File: src/rtl/reg_select_decoder_if.sv
// reg_select_decoder_if: control inputs and select outputs
// of the one-hot register select decoder.
interface reg_select_decoder_if #(
  parameter int SEL_W = 4
) ();
  localparam int OUT_W = 2**SEL_W;

  logic [1:0]       mode;
  logic [SEL_W-1:0] sel;
  logic             en;
  logic             start;
  logic [OUT_W-1:0] out;
  logic [SEL_W-1:0] index;
  logic             busy;
  logic             done;

  modport master (
    output mode, sel, en, start,
    input  out, index, busy, done
  );

  modport slave (
    input  mode, sel, en, start,
    output out, index, busy, done
  );
endinterface

File: src/rtl/reg_select_decoder.sv
// reg_select_decoder: registered one-hot select generator
// with decode, continuous scan and one-shot sweep modes.
module reg_select_decoder #(
  parameter int SEL_W    = 4,
  parameter int SCAN_DIV = 4
) (
  input logic                 clk,
  input logic                 rst_n,
  reg_select_decoder_if.slave bus
);
  localparam int OUT_W = 2**SEL_W;
  localparam int CNT_W =
    (SCAN_DIV > 1) ? $clog2(SCAN_DIV) : 1;
  localparam logic [CNT_W-1:0] CNT_LAST =
    CNT_W'(SCAN_DIV - 1);
  localparam logic [SEL_W-1:0] IDX_LAST = '1;

  localparam logic [1:0] M_OFF  = 2'b00;
  localparam logic [1:0] M_DEC  = 2'b01;
  localparam logic [1:0] M_SCAN = 2'b10;
  localparam logic [1:0] M_SWP  = 2'b11;

  typedef enum logic [1:0] {
    IDLE,
    DEC,
    SCAN,
    SWP
  } state_t;

  state_t           state_q;
  logic [OUT_W-1:0] out_q;
  logic [SEL_W-1:0] index_q;
  logic [CNT_W-1:0] cnt_q;
  logic             busy_q;
  logic             done_q;

  logic [SEL_W-1:0] idx_inc;
  logic             scan_entry;
  logic             slot_end;

  function automatic logic [OUT_W-1:0] onehot(
    input logic [SEL_W-1:0] i
  );
    return OUT_W'(1) << i;
  endfunction

  function automatic state_t state_of(
    input logic [1:0] m
  );
    state_t s;
    unique case (m)
      M_OFF:   s = IDLE;
      M_DEC:   s = DEC;
      M_SCAN:  s = SCAN;
      default: s = SWP;
    endcase
    return s;
  endfunction

  // Scan restarts at 0 when coming from another state, or
  // when an aborted sweep parked us in SCAN with out cleared.
  always_comb begin
    idx_inc    = index_q + 1'b1;
    scan_entry = (state_q != SCAN) || (out_q == '0);
    slot_end   = (cnt_q == CNT_LAST);
  end

  // Mode FSM with registered select, index and status flags.
  always_ff @(posedge clk or negedge rst_n) begin
    if (!rst_n) begin
      state_q <= IDLE;
      out_q   <= '0;
      index_q <= '0;
      cnt_q   <= '0;
      busy_q  <= 1'b0;
      done_q  <= 1'b0;
    end else begin
      done_q <= 1'b0;
      if (state_q == SWP && bus.mode != M_SWP) begin
        busy_q  <= 1'b0;
        out_q   <= '0;
        state_q <= state_of(bus.mode);
      end else begin
        unique case (bus.mode)
          M_OFF: begin
            state_q <= IDLE;
            out_q   <= '0;
          end
          M_DEC: begin
            state_q <= DEC;
            if (bus.en) begin
              out_q   <= onehot(bus.sel);
              index_q <= bus.sel;
            end else begin
              out_q <= '0;
            end
          end
          M_SCAN: begin
            state_q <= SCAN;
            if (scan_entry) begin
              index_q <= '0;
              out_q   <= onehot('0);
              cnt_q   <= '0;
            end else if (slot_end) begin
              cnt_q   <= '0;
              index_q <= idx_inc;
              out_q   <= onehot(idx_inc);
            end else begin
              cnt_q <= cnt_q + 1'b1;
            end
          end
          default: begin
            if (state_q == SWP) begin
              if (!slot_end) begin
                cnt_q <= cnt_q + 1'b1;
              end else if (index_q == IDX_LAST) begin
                busy_q  <= 1'b0;
                out_q   <= '0;
                done_q  <= 1'b1;
                state_q <= IDLE;
              end else begin
                cnt_q   <= '0;
                index_q <= idx_inc;
                out_q   <= onehot(idx_inc);
              end
            end else if (bus.start) begin
              state_q <= SWP;
              busy_q  <= 1'b1;
              index_q <= '0;
              out_q   <= onehot('0);
              cnt_q   <= '0;
            end else begin
              state_q <= IDLE;
              out_q   <= '0;
            end
          end
        endcase
      end
    end
  end

  assign bus.out   = out_q;
  assign bus.index = index_q;
  assign bus.busy  = busy_q;
  assign bus.done  = done_q;

endmodule
File: src/flat_wrapper.sv
// flat-port wrapper written by rule: the top's interface ports become plain ports
module reg_select_decoder_flat 
#(
  parameter int SEL_W    = 4,
  parameter int SCAN_DIV = 4
)
  (clk, rst_n, bus_mode, bus_sel, bus_en, bus_start, bus_out, bus_index, bus_busy, bus_done);
  reg_select_decoder_if #(.SEL_W(SEL_W)) bus_i ();
  input logic clk;
  input logic rst_n;
  input wire logic [$bits(bus_i.mode)-1:0] bus_mode;
  input wire logic [$bits(bus_i.sel)-1:0] bus_sel;
  input wire logic [$bits(bus_i.en)-1:0] bus_en;
  input wire logic [$bits(bus_i.start)-1:0] bus_start;
  output wire logic [$bits(bus_i.out)-1:0] bus_out;
  output wire logic [$bits(bus_i.index)-1:0] bus_index;
  output wire logic [$bits(bus_i.busy)-1:0] bus_busy;
  output wire logic [$bits(bus_i.done)-1:0] bus_done;
  assign bus_i.mode = bus_mode;
  assign bus_i.sel = bus_sel;
  assign bus_i.en = bus_en;
  assign bus_i.start = bus_start;
  assign bus_out = bus_i.out;
  assign bus_index = bus_i.index;
  assign bus_busy = bus_i.busy;
  assign bus_done = bus_i.done;
  reg_select_decoder #(.SEL_W(SEL_W), .SCAN_DIV(SCAN_DIV)) u_core (.clk(clk), .rst_n(rst_n), .bus(bus_i));
endmodule
File: config.mk
export PLATFORM = sky130hd
export DESIGN_NAME = reg_select_decoder_flat
export DESIGN_NICKNAME = d
export VERILOG_FILES = /design/src/rtl/reg_select_decoder_if.sv /design/src/rtl/reg_select_decoder.sv /design/src/flat_wrapper.sv
export SDC_FILE = /design/constraint.sdc
export NUM_CORES = 1
export LEC_CHECK = 0
export BUFFER_PORTS_ARGS = -buffer_cell sky130_fd_sc_hd__buf_2
export CELL_PAD_IN_SITES_DETAIL_PLACEMENT = 1
export CELL_PAD_IN_SITES_GLOBAL_PLACEMENT = 2
export CORE_ASPECT_RATIO = 0.5
export CORE_MARGIN = 2
export CORE_UTILIZATION = 35
export CTS_CLUSTER_DIAMETER = 60
export CTS_CLUSTER_SIZE = 8
export DETAILED_ROUTE_END_ITERATION = 7
export HOLD_SLACK_MARGIN = 0.08
export PLACE_DENSITY = 0.85
export SLEW_MARGIN = 30
export SYNTH_ARGS = -nofsm -noshare
export SYNTH_HDL_FRONTEND = slang
export SYNTH_SLANG_ARGS = --single-unit
File: constraint.sdc
create_clock -name clk -period 2.75 [get_ports clk]
set_clock_uncertainty 0.2 [all_clocks]
set_input_delay 0.55 -clock clk [delete_from_list [all_inputs] [get_ports clk]]
set_output_delay 0.55 -clock clk [all_outputs]
set_load 0.05 [all_outputs]
==> impl_metrics.json, run 1 <==
{
  "period_share_pct": 90.4,
  "async_flop_share_pct": 100,
  "wl_um": 5920,
  "register_area_um2": 651,
  "synthDistinctLibCells": 54,
  "use_met2_pct": 30.7,
  "drive_above_1_share_pct": 27.6,
  "hold_viol_final": 0,
  "rsz0062_at_grt": "false",
  "grt.total_usage_pct": 20.6,
  "grt_pass1_vias": 1827,
  "die_w_um": 108,
  "slew_violations": 0,
  "crit_required_ns": 2.72,
  "avgSynthCellArea_um2": 9.65,
  "postLayoutCoreUtil_pct": 43.8,
  "area_delta_synth_final_pct": 17.4,
  "vias": 1839,
  "critPathArrivalTime_ns": 2.45,
  "initial_utilization_pct": 37.3,
  "wire_per_inst_um": 19.9,
  "dp_worst_setup_slack_ns": 0.138,
  "tns_ns": 0,
  "path_class": "reg2reg",
  "status": "complete, no violations",
  "grt_max_degree": 27,
  "rows": 18,
  "hp-class": "in2async",
  "p_per_area_nw_per_um2": 525,
  "synthFlopType": "dfrtp_1",
  "synth-edff-count": 0,
  "via_per_inst": 6.17,
  "cts_setup_buffers": 0,
  "ctsResizeCount": 0,
  "maxCapViolations": 0,
  "cts_made_buffers": 3,
  "p_leak_nw": 0.992,
  "multi_input_area_um2": 1120,
  "max_slew_margin_pct": 52.9,
  "grt.busiest_layer": "met1",
  "io_pins": 32,
  "gp_congestion": 0.864,
  "min_period_ns": 2.49,
  "cp_max_fo": 16,
  "worstMarginPinSlew_ns": 0.706,
  "clockRootBuffer": "clkbuf_8",
  "antenna_found_initial": 0,
  "cts_tree": "built",
  "cts.sinks": 26,
  "setup_slack_ns": 0.264,
  "antenna_cells": 0,
  "ys_seq_area_share_pct": 34.6,
  "die_h_um": 55.9,
  "drt-initial-drc-count": 106,
  "coreArea_um2": 5040,
  "ys_ff_latch": 26,
  "grt_use_met3_pct": 3.86,
  "grt_pass1_wl_um": 9710,
  "clk_pin_slew_ns": 0.10,
  "startpoint_type": "register",
  "setup_viol": 0,
  "netlist_area_um2": 1880,
  "drt_pass1_iterations": 4,
  "overflow": 0,
  "hpwl_um": 4530,
  "die_area_um2": 6010,
  "gr-usage-met1_pct": 31.4,
  "ys.warnings.count": 0,
  "peakVddDrop_uv": 191,
  "timing.hold.ws_ns": 0.0771,
  "synthesis.nets": 215,
  "port_buffers": 31,
  "drcViolationCount": 0,
  "nets": 249,
  "fmax_ghz": 0.402,
  "nFillCells": 593,
  "htreeDepth": 1,
  "max-clock-path-buffers": 2,
  "netlist_instances": 195,
  "ant_nets": 0,
  "clk_latency_ns": 0.28,
  "cts_hold_buf": 0,
  "critPathCaptureType": "register"
}
[path summary, 6_finish.rpt]
path,start,end,slack (ns),depth (start not counted)
worst max-delay path,u_core.bus.out[9]$_DFFE_PN0P_,u_core.bus.out[14]$_DFFE_PN0P_,0.26,5
worst min-delay path,rst_n,u_core.bus.busy$_DFFE_PN0P_,0.08,1
worst max register to register,u_core.bus.out[9]$_DFFE_PN0P_,u_core.bus.out[14]$_DFFE_PN0P_,0.26,5
worst min register to register,u_core.cnt_q[1]$_DFFE_PN0P_,u_core.cnt_q[1]$_DFFE_PN0P_,0.34,2
max in group asynchronous,rst_n,u_core.bus.out[1]$_DFFE_PN0P_,1.87,1
min in group clk,u_core.cnt_q[1]$_DFFE_PN0P_,u_core.cnt_q[1]$_DFFE_PN0P_,0.34,2
[area by class of cell]
cell class	instances	share of cell area [%]
sequential	26	29.4
tap	70	3.96
timing repair buffer	41	10.4
multi-input combinational	144	50.7
inverter	13	2.21
clock buffer	3	1.87
clock inverter	1	1.36
[report_power, final]
group	internal, mW	switching (mW)
Sequential	0.416	0.0401
Combinational	0.120	0.258
Clock	0.195	0.132
[synth_stat cells (3+ instances only)]
library cell | number | area (µm²)
a211oi_1 | 6 | 45.0
ha_1 | 10 | 125
a32o_1 | 4 | 40.0
and3_1 | 3 | 18.8
nor3_1 | 3 | 15.0
mux2_2 | 3 | 33.8
o221a_1 | 7 | 78.8
o221a_2 | 5 | 56.3
nand3_1 | 9 | 45.0
dfrtp_1 | 26 | 651
o31ai_1 | 3 | 22.5
or4_1 | 3 | 22.5
nand4_1 | 3 | 18.8
nor2_1 | 9 | 33.8
clkbuf_1 | 8 | 30.0
a31oi_1 | 3 | 18.8
nand2_1 | 7 | 26.3
o22ai_1 | 12 | 75.1
nor4_1 | 6 | 37.5
a21oi_1 | 3 | 15.0
o21ai_0 | 3 | 15.0
and4_1 | 3 | 26.3
inv_1 | 13 | 48.8
[state kept, by name (all words and copies together) (netlist names)]
register,count
u_core.bus.busy,1
u_core.bus.done,1
u_core.state_q,2
u_core.bus.out,16
u_core.cnt_q,2
u_core.bus.index,4
[per-stage QoR]
stage | instances | power [mW] | cell area, µm²
6_report | 298 | 1.16 | 2210
3_3_place_gp | 294 | 0.830 | 2140
3_5_place_dp | 294 | 0.837 | 2140
2_1_floorplan | 195 | 0.724 | 1880
5_1_grt | 298 | 1.23 | 2210
4_1_cts | 298 | 1.17 | 2210
[worst max-delay path, cell delays in order (launching register included)]
cell,delay [ns]
dfrtp_1,0.41
nor4_1,0.45
a41oi_2,0.24
a21oi_2,0.61
o22ai_1,0.19
o221a_1,0.27
[placed cells by master, fill, tap and decap left out, types with 4 or more instances in the layout]
cell and count:
a32o_1 4, nand3_1 9, inv_1 13, o221a_1 7
o221a_2 5, buf_2 31, nor2_1 9, buf_4 10
o22ai_1 12, a211oi_1 6, nand2_1 7, nor4_1 6
dfrtp_1 26, ha_1 10
[layer usage]
metal	vias to the layer above	wire length, µm	part of all wire, %
li1	842	-	-
met1	926	3060	52
met2	67	2460	42
met3	4	365	6.2
met4	0	35	0.59
met5	-	0	0
[kinds of logic after synthesis]
logic type / Yosys count / share of synthesized area [%]
flops: 26 / 34.6
mux: 5 / 2.86
simple gates: 58 / 18.3
compound gates: 68 / 30.4
xor+xnor: 3 / 1.40
buf+inv: 25 / 5.85
fa+ha+maj: 10 / 6.65
No activity file was read; power rests on OpenSTA's default activity.
==> run 2, diff against run 1 <==
Settings changed: REMOVE_ABC_BUFFERS from default to 1.
==> run 2 against run 1 <==
Utilization increased by 0.45 points. Setup slack got worse by 0.11 ns. First-iteration DRC count down 39%. Fmax shrank 4.3%. Sequential power hardly changed. Non-clock buffer count up 2. Register-to-register slack worse by 0.11 ns. Wire length grew 2.7%. Global-route usage increased by 0.090 points. Combinational power up 2%. Critical endpoint is now u_core.bus.out[5]$_DFFE_PN0P_. Largest cell class unchanged. Largest power group unchanged.
==> impl_metrics.json, run 2 (synthesized netlist as in run 1, its figures left out) <==
{
  "status": "complete, no violations",
  "r2r_cells": 6,
  "slew_violations": 0,
  "drcViolationCount": 0,
  "gp_congestion": 0.881,
  "htreeDepth": 1,
  "critPathCaptureType": "register",
  "hold_viol_final": 0,
  "port_buffers": 31,
  "sw_frac_of_total_pct": 37.9,
  "hpwl_um": 4600,
  "antenna_found_initial": 0,
  "grt_max_degree": 27,
  "critPathArrivalTime_ns": 2.63,
  "cts_tree": "built",
  "coreArea_um2": 5040,
  "nFillCells": 619,
  "die_area_um2": 6010,
  "path_class": "reg2reg",
  "wire_per_inst_um": 20.2,
  "setup_slack_ns": 0.153,
  "vias": 1858,
  "min_period_ns": 2.60,
  "die_h_um": 55.9,
  "crit_required_ns": 2.78,
  "pwr-share-clk_pct": 29.0,
  "grt_pass1_vias": 1822,
  "p_leak_nw": 1.00,
  "layout_commonest_cell": "buf_2",
  "drt_pass1_iterations": 4,
  "clk_pin_slew_ns": 0.11,
  "grt_pass1_wl_um": 9710,
  "via_per_inst": 6.19,
  "drive_above_1_share_pct": 28.3,
  "maxCapViolations": 0,
  "period_share_pct": 94.5,
  "ant_nets": 0,
  "cts.sinks": 26,
  "seqPwrFrac_pct": 38.5,
  "p_int_mw": 0.734,
  "rrSetupSlack_ns": 0.15,
  "clk_latency_ns": 0.29,
  "clockRootBuffer": "clkbuf_8",
  "drt-initial-drc-count": 65,
  "nets": 251,
  "layout_common_cells": "buf_2, dfrtp_1, inv_1",
  "grt.total_usage_pct": 20.7,
  "overflow": 0,
  "p_per_area_nw_per_um2": 529,
  "max_slew_margin_pct": 57.5,
  "max-clock-path-buffers": 2,
  "fin_total_pwr_mw": 1.18,
  "cts_hold_buf": 0,
  "wl_um": 6070,
  "tns_ns": 0,
  "rsz0062_at_grt": "false",
  "dp_worst_setup_slack_ns": 0.141,
  "p_sw_mw": 0.448,
  "antenna_cells": 0,
  "hp-class": "in2async",
  "fmax_ghz": 0.385,
  "cp_max_fo": 16,
  "peakVddDrop_uv": 204,
  "worstMarginPinSlew_ns": 0.638,
  "crit_start": "u_core.bus.out[1]$_DFFE_PN0P_",
  "worstReg2RegEnd": "u_core.bus.out[5]$_DFFE_PN0P_",
  "cts_made_buffers": 3,
  "die_w_um": 108,
  "rows": 18,
  "startpoint_type": "register",
  "p_comb_share_pct": 32.5,
  "setup_viol": 0,
  "initial_utilization_pct": 37.3,
  "io_pins": 32,
  "reg2reg_from": "u_core.bus.out[1]$_DFFE_PN0P_",
  "area_delta_synth_final_pct": 18.6,
  "largest_reg_flops": 16
}
run 2: cell types whose count changed in the layout (fill, tap and decap cells not counted):
| cell | change |
|---|---|
| a21oi_4 | +1 |
| buf_4 | +2 |
| a21oi_2 | -1 |
run 2: per-stage QoR:
step | hold slack (ns) | instance area [µm²] | std cells | util (%)
2_1_floorplan | 0.0544 | 1820 | 183 | -
3_3_place_gp | 0.282 | 2150 | 296 | 42.7
3_5_place_dp | 0.302 | 2150 | 296 | 42.7
4_1_cts | 0.0898 | 2220 | 300 | 44.1
5_1_grt | 0.108 | 2230 | 300 | 44.2
6_report | 0.0686 | 2230 | 300 | 44.2
run 2: timing repair:
item                       4_1_cts  5_1_grt
gates resized for setup          0        1
setup buffers                    0        0
setup endpoints to repair        0        1
run 2: power by group through the flow:
stage          registers, mW  logic, mW  clock network (mW)
2_1_floorplan          0.552      0.164                   0
3_3_place_gp           0.461      0.373                   0
3_5_place_dp           0.463      0.380                   0
4_1_cts                0.456      0.381               0.342
5_1_grt                0.463      0.409               0.360
6_report               0.455      0.384               0.342
run 2: how the worst max path moves through the flow:
stage,to,slack (ns),cells after the start
floorplan,u_core.bus.index[0]$_DFFE_PN0P_,0.35,7
global placement,u_core.bus.index[0]$_DFFE_PN0P_,0.22,8
detailed placement,u_core.bus.out[14]$_DFFE_PN0P_,0.14,8
CTS,u_core.bus.out[14]$_DFFE_PN0P_,0.13,5
global route,u_core.bus.out[7]$_DFFE_PN0P_,0.1,6
finish,u_core.bus.out[5]$_DFFE_PN0P_,0.15,6
run 2: final cells by class:
type                            count  area [µm²]  area share [%]
Multi-Input combinational cell    144        1130            50.6
Clock inverter                      1        30.0            1.35
Sequential cell                    26         651            29.1
Clock buffer                        3        41.3            1.85
Tap cell                           70        87.6            3.92
Inverter                           13        48.8            2.19
Timing Repair Buffer               43         245            11.0
run 2: layer usage:
metal / track usage (%) / up-vias / share of wire (%)
met1: 30.7 / 951 / 49
li1: - / 849 / -
met2: 31.9 / 52 / 44
met4: 3.66 / 0 / 1.2
met5: 0 / - / 0
met3: 3.51 / 6 / 5.4
run 2: worst max-delay path, cell delays in order (launching register included):
cell and delay (ns):
dfrtp_1 0.41, nor4_1 0.47, a41oi_2 0.32, buf_4 0.26, and2_4 0.18, o21ai_4 0.42
o221a_2 0.27
==> run 3, diff against run 2 <==
==> constraint.sdc (replaced) <==
create_clock -name clk -period 2.75 [get_ports clk]
set_clock_uncertainty 0.2 [all_clocks]
set_input_delay 0.1375 -clock clk [delete_from_list [all_inputs] [get_ports clk]]
set_output_delay 0.1375 -clock clk [all_outputs]
set_load 0.05 [all_outputs]
==> run 3 against run 2 <==
Die area is the same. Global-route usage grew 0.079 points. Sequential share of layout area hardly changed. Hold slack improved by 0.071 ns. Clock-buffer cell count is the same. Non-clock buffer count down 2. Combinational power fell by 2%. Total power shrank 1.6%. Fmax grew 3.5%. Largest cell class unchanged. Highest routed layer unchanged.
==> impl_metrics.json, run 3 (synthesized netlist as in run 1, its figures left out) <==
{
  "p_leak_nw": 0.987,
  "cp_max_fo": 16,
  "hpwl_um": 4470,
  "layout_common_cells": "buf_2, dfrtp_1, inv_1",
  "status": "complete, no violations",
  "cts_made_buffers": 3,
  "nFillCells": 599,
  "cts.sinks": 26,
  "nets": 249,
  "grt.total_usage_pct": 20.8,
  "vias": 1808,
  "min_period_ns": 2.51,
  "period_share_pct": 91.2,
  "slew_violations": 0,
  "sw_frac_of_total_pct": 37.3,
  "grt_pass1_vias": 1844,
  "max_slew_margin_pct": 53.0,
  "antenna_found_initial": 0,
  "p_sw_mw": 0.434,
  "register_area_um2": 651,
  "initial_utilization_pct": 37.3,
  "setup_viol": 0,
  "tns_ns": 0,
  "cts_tree": "built",
  "setup_slack_ns": 0.241,
  "peakVddDrop_uv": 211,
  "final_area_um2": 2230,
  "io_pins": 32,
  "critPathArrivalTime_ns": 2.53,
  "worstMarginPinSlew_ns": 0.699,
  "largest_reg_flops": 16,
  "clk_latency_ns": 0.28,
  "drive_above_1_share_pct": 25.4,
  "die_area_um2": 6010,
  "die_h_um": 55.9,
  "rsz0062_at_grt": "false",
  "wl_um": 5950,
  "seqPwrFrac_pct": 39.1,
  "die_w_um": 108,
  "timing.hold.ws_ns": 0.140,
  "p_comb_share_pct": 32.3,
  "p_int_mw": 0.729,
  "area_delta_synth_final_pct": 18.5,
  "port_buffers": 31,
  "multi_input_area_um2": 1130,
  "overflow": 0,
  "hp-class": "in2reg",
  "grt_pass1_wl_um": 9850,
  "drt-initial-drc-count": 109,
  "layout_commonest_cell": "buf_2",
  "startpoint_type": "register",
  "pwr-share-clk_pct": 28.6,
  "critPathCaptureType": "register",
  "ant_nets": 0,
  "wire_per_inst_um": 20.0,
  "maxCapViolations": 0,
  "gp_congestion": 0.839,
  "max-clock-path-buffers": 2,
  "drcViolationCount": 0,
  "clk_pin_slew_ns": 0.10,
  "antenna_cells": 0,
  "htreeDepth": 1,
  "crit_required_ns": 2.77,
  "postPlaceCellArea_um2": 2100,
  "rows": 18,
  "coreArea_um2": 5040,
  "via_per_inst": 6.07,
  "grt_max_degree": 27,
  "fin_total_pwr_mw": 1.16,
  "cts_setup_buffers": 0,
  "hold_viol_final": 0,
  "fmax_ghz": 0.399,
  "path_class": "reg2reg",
  "drt_pass1_iterations": 4,
  "p_per_area_nw_per_um2": 522,
  "clockRootBuffer": "clkbuf_8",
  "dp_worst_setup_slack_ns": 0.191
}
## run 3: repair_timing
| action | CTS | global route |
|---|---|---|
| hold endpoints to repair | 30 | 0 |
| hold buffers | 5 | 0 |
| setup endpoints to repair | 0 | 1 |
| resized for setup | 0 | 1 |
## run 3: power by group through the flow
stage	combinational (mW)	clock, mW	sequential (mW)
detailed placement	0.366	0	0.463
CTS	0.373	0.338	0.455
global placement	0.361	0	0.460
finish	0.375	0.332	0.455
floorplan	0.164	0	0.552
global route	0.406	0.355	0.462
## run 3: final cells by class
| cell class | count | share of cell area (%) |
|---|---|---|
| multi-input combinational | 144 | 50.6 |
| tap | 70 | 3.93 |
| clock inverter | 1 | 1.35 |
| timing repair buffer | 41 | 10.9 |
| clock buffer | 3 | 1.85 |
| inverter | 13 | 2.19 |
| sequential | 26 | 29.2 |
## run 3: routing by layer
metal / track usage (%) / vias to the layer above / part of all wire (%)
met2: 30.8 / 45 / 45
met5: 0 / - / 0
met4: 5.31 / 0 / 1.1
met3: 4.80 / 8 / 5.1
li1: - / 843 / -
met1: 30.4 / 912 / 49
## run 3: metrics by stage
| step | std cells | utilization (%) |
|---|---|---|
| 2_1_floorplan | 183 | - |
| 3_3_place_gp | 289 | 41.6 |
| 3_5_place_dp | 289 | 41.6 |
| 4_1_cts | 298 | 44.0 |
| 5_1_grt | 298 | 44.2 |
| 6_report | 298 | 44.2 |
## run 3: path summary, 6_finish.rpt
path	startpoint	to	slack [ns]	depth (start not counted)
min in group asynchronous	rst_n	u_core.cnt_q[1]$_DFFE_PN0P_	0.19	2
worst min register to register	u_core.cnt_q[1]$_DFFE_PN0P_	u_core.cnt_q[1]$_DFFE_PN0P_	0.33	2
max in group asynchronous	rst_n	u_core.bus.out[1]$_DFFE_PN0P_	1.75	2
worst max-delay path	u_core.bus.out[2]$_DFFE_PN0P_	u_core.bus.out[3]$_DFFE_PN0P_	0.24	5
worst min-delay path	bus_sel[3]	u_core.bus.index[3]$_DFFE_PN0P_	0.14	3
worst max register to register	u_core.bus.out[2]$_DFFE_PN0P_	u_core.bus.out[3]$_DFFE_PN0P_	0.24	5
## run 3: critical path: stages (launching register included)
cell	delay [ns]
dfrtp_1	0.42
nor4_1	0.42
a41oi_2	0.38
and2_4	0.31
o21ai_4	0.43
o221a_2	0.28
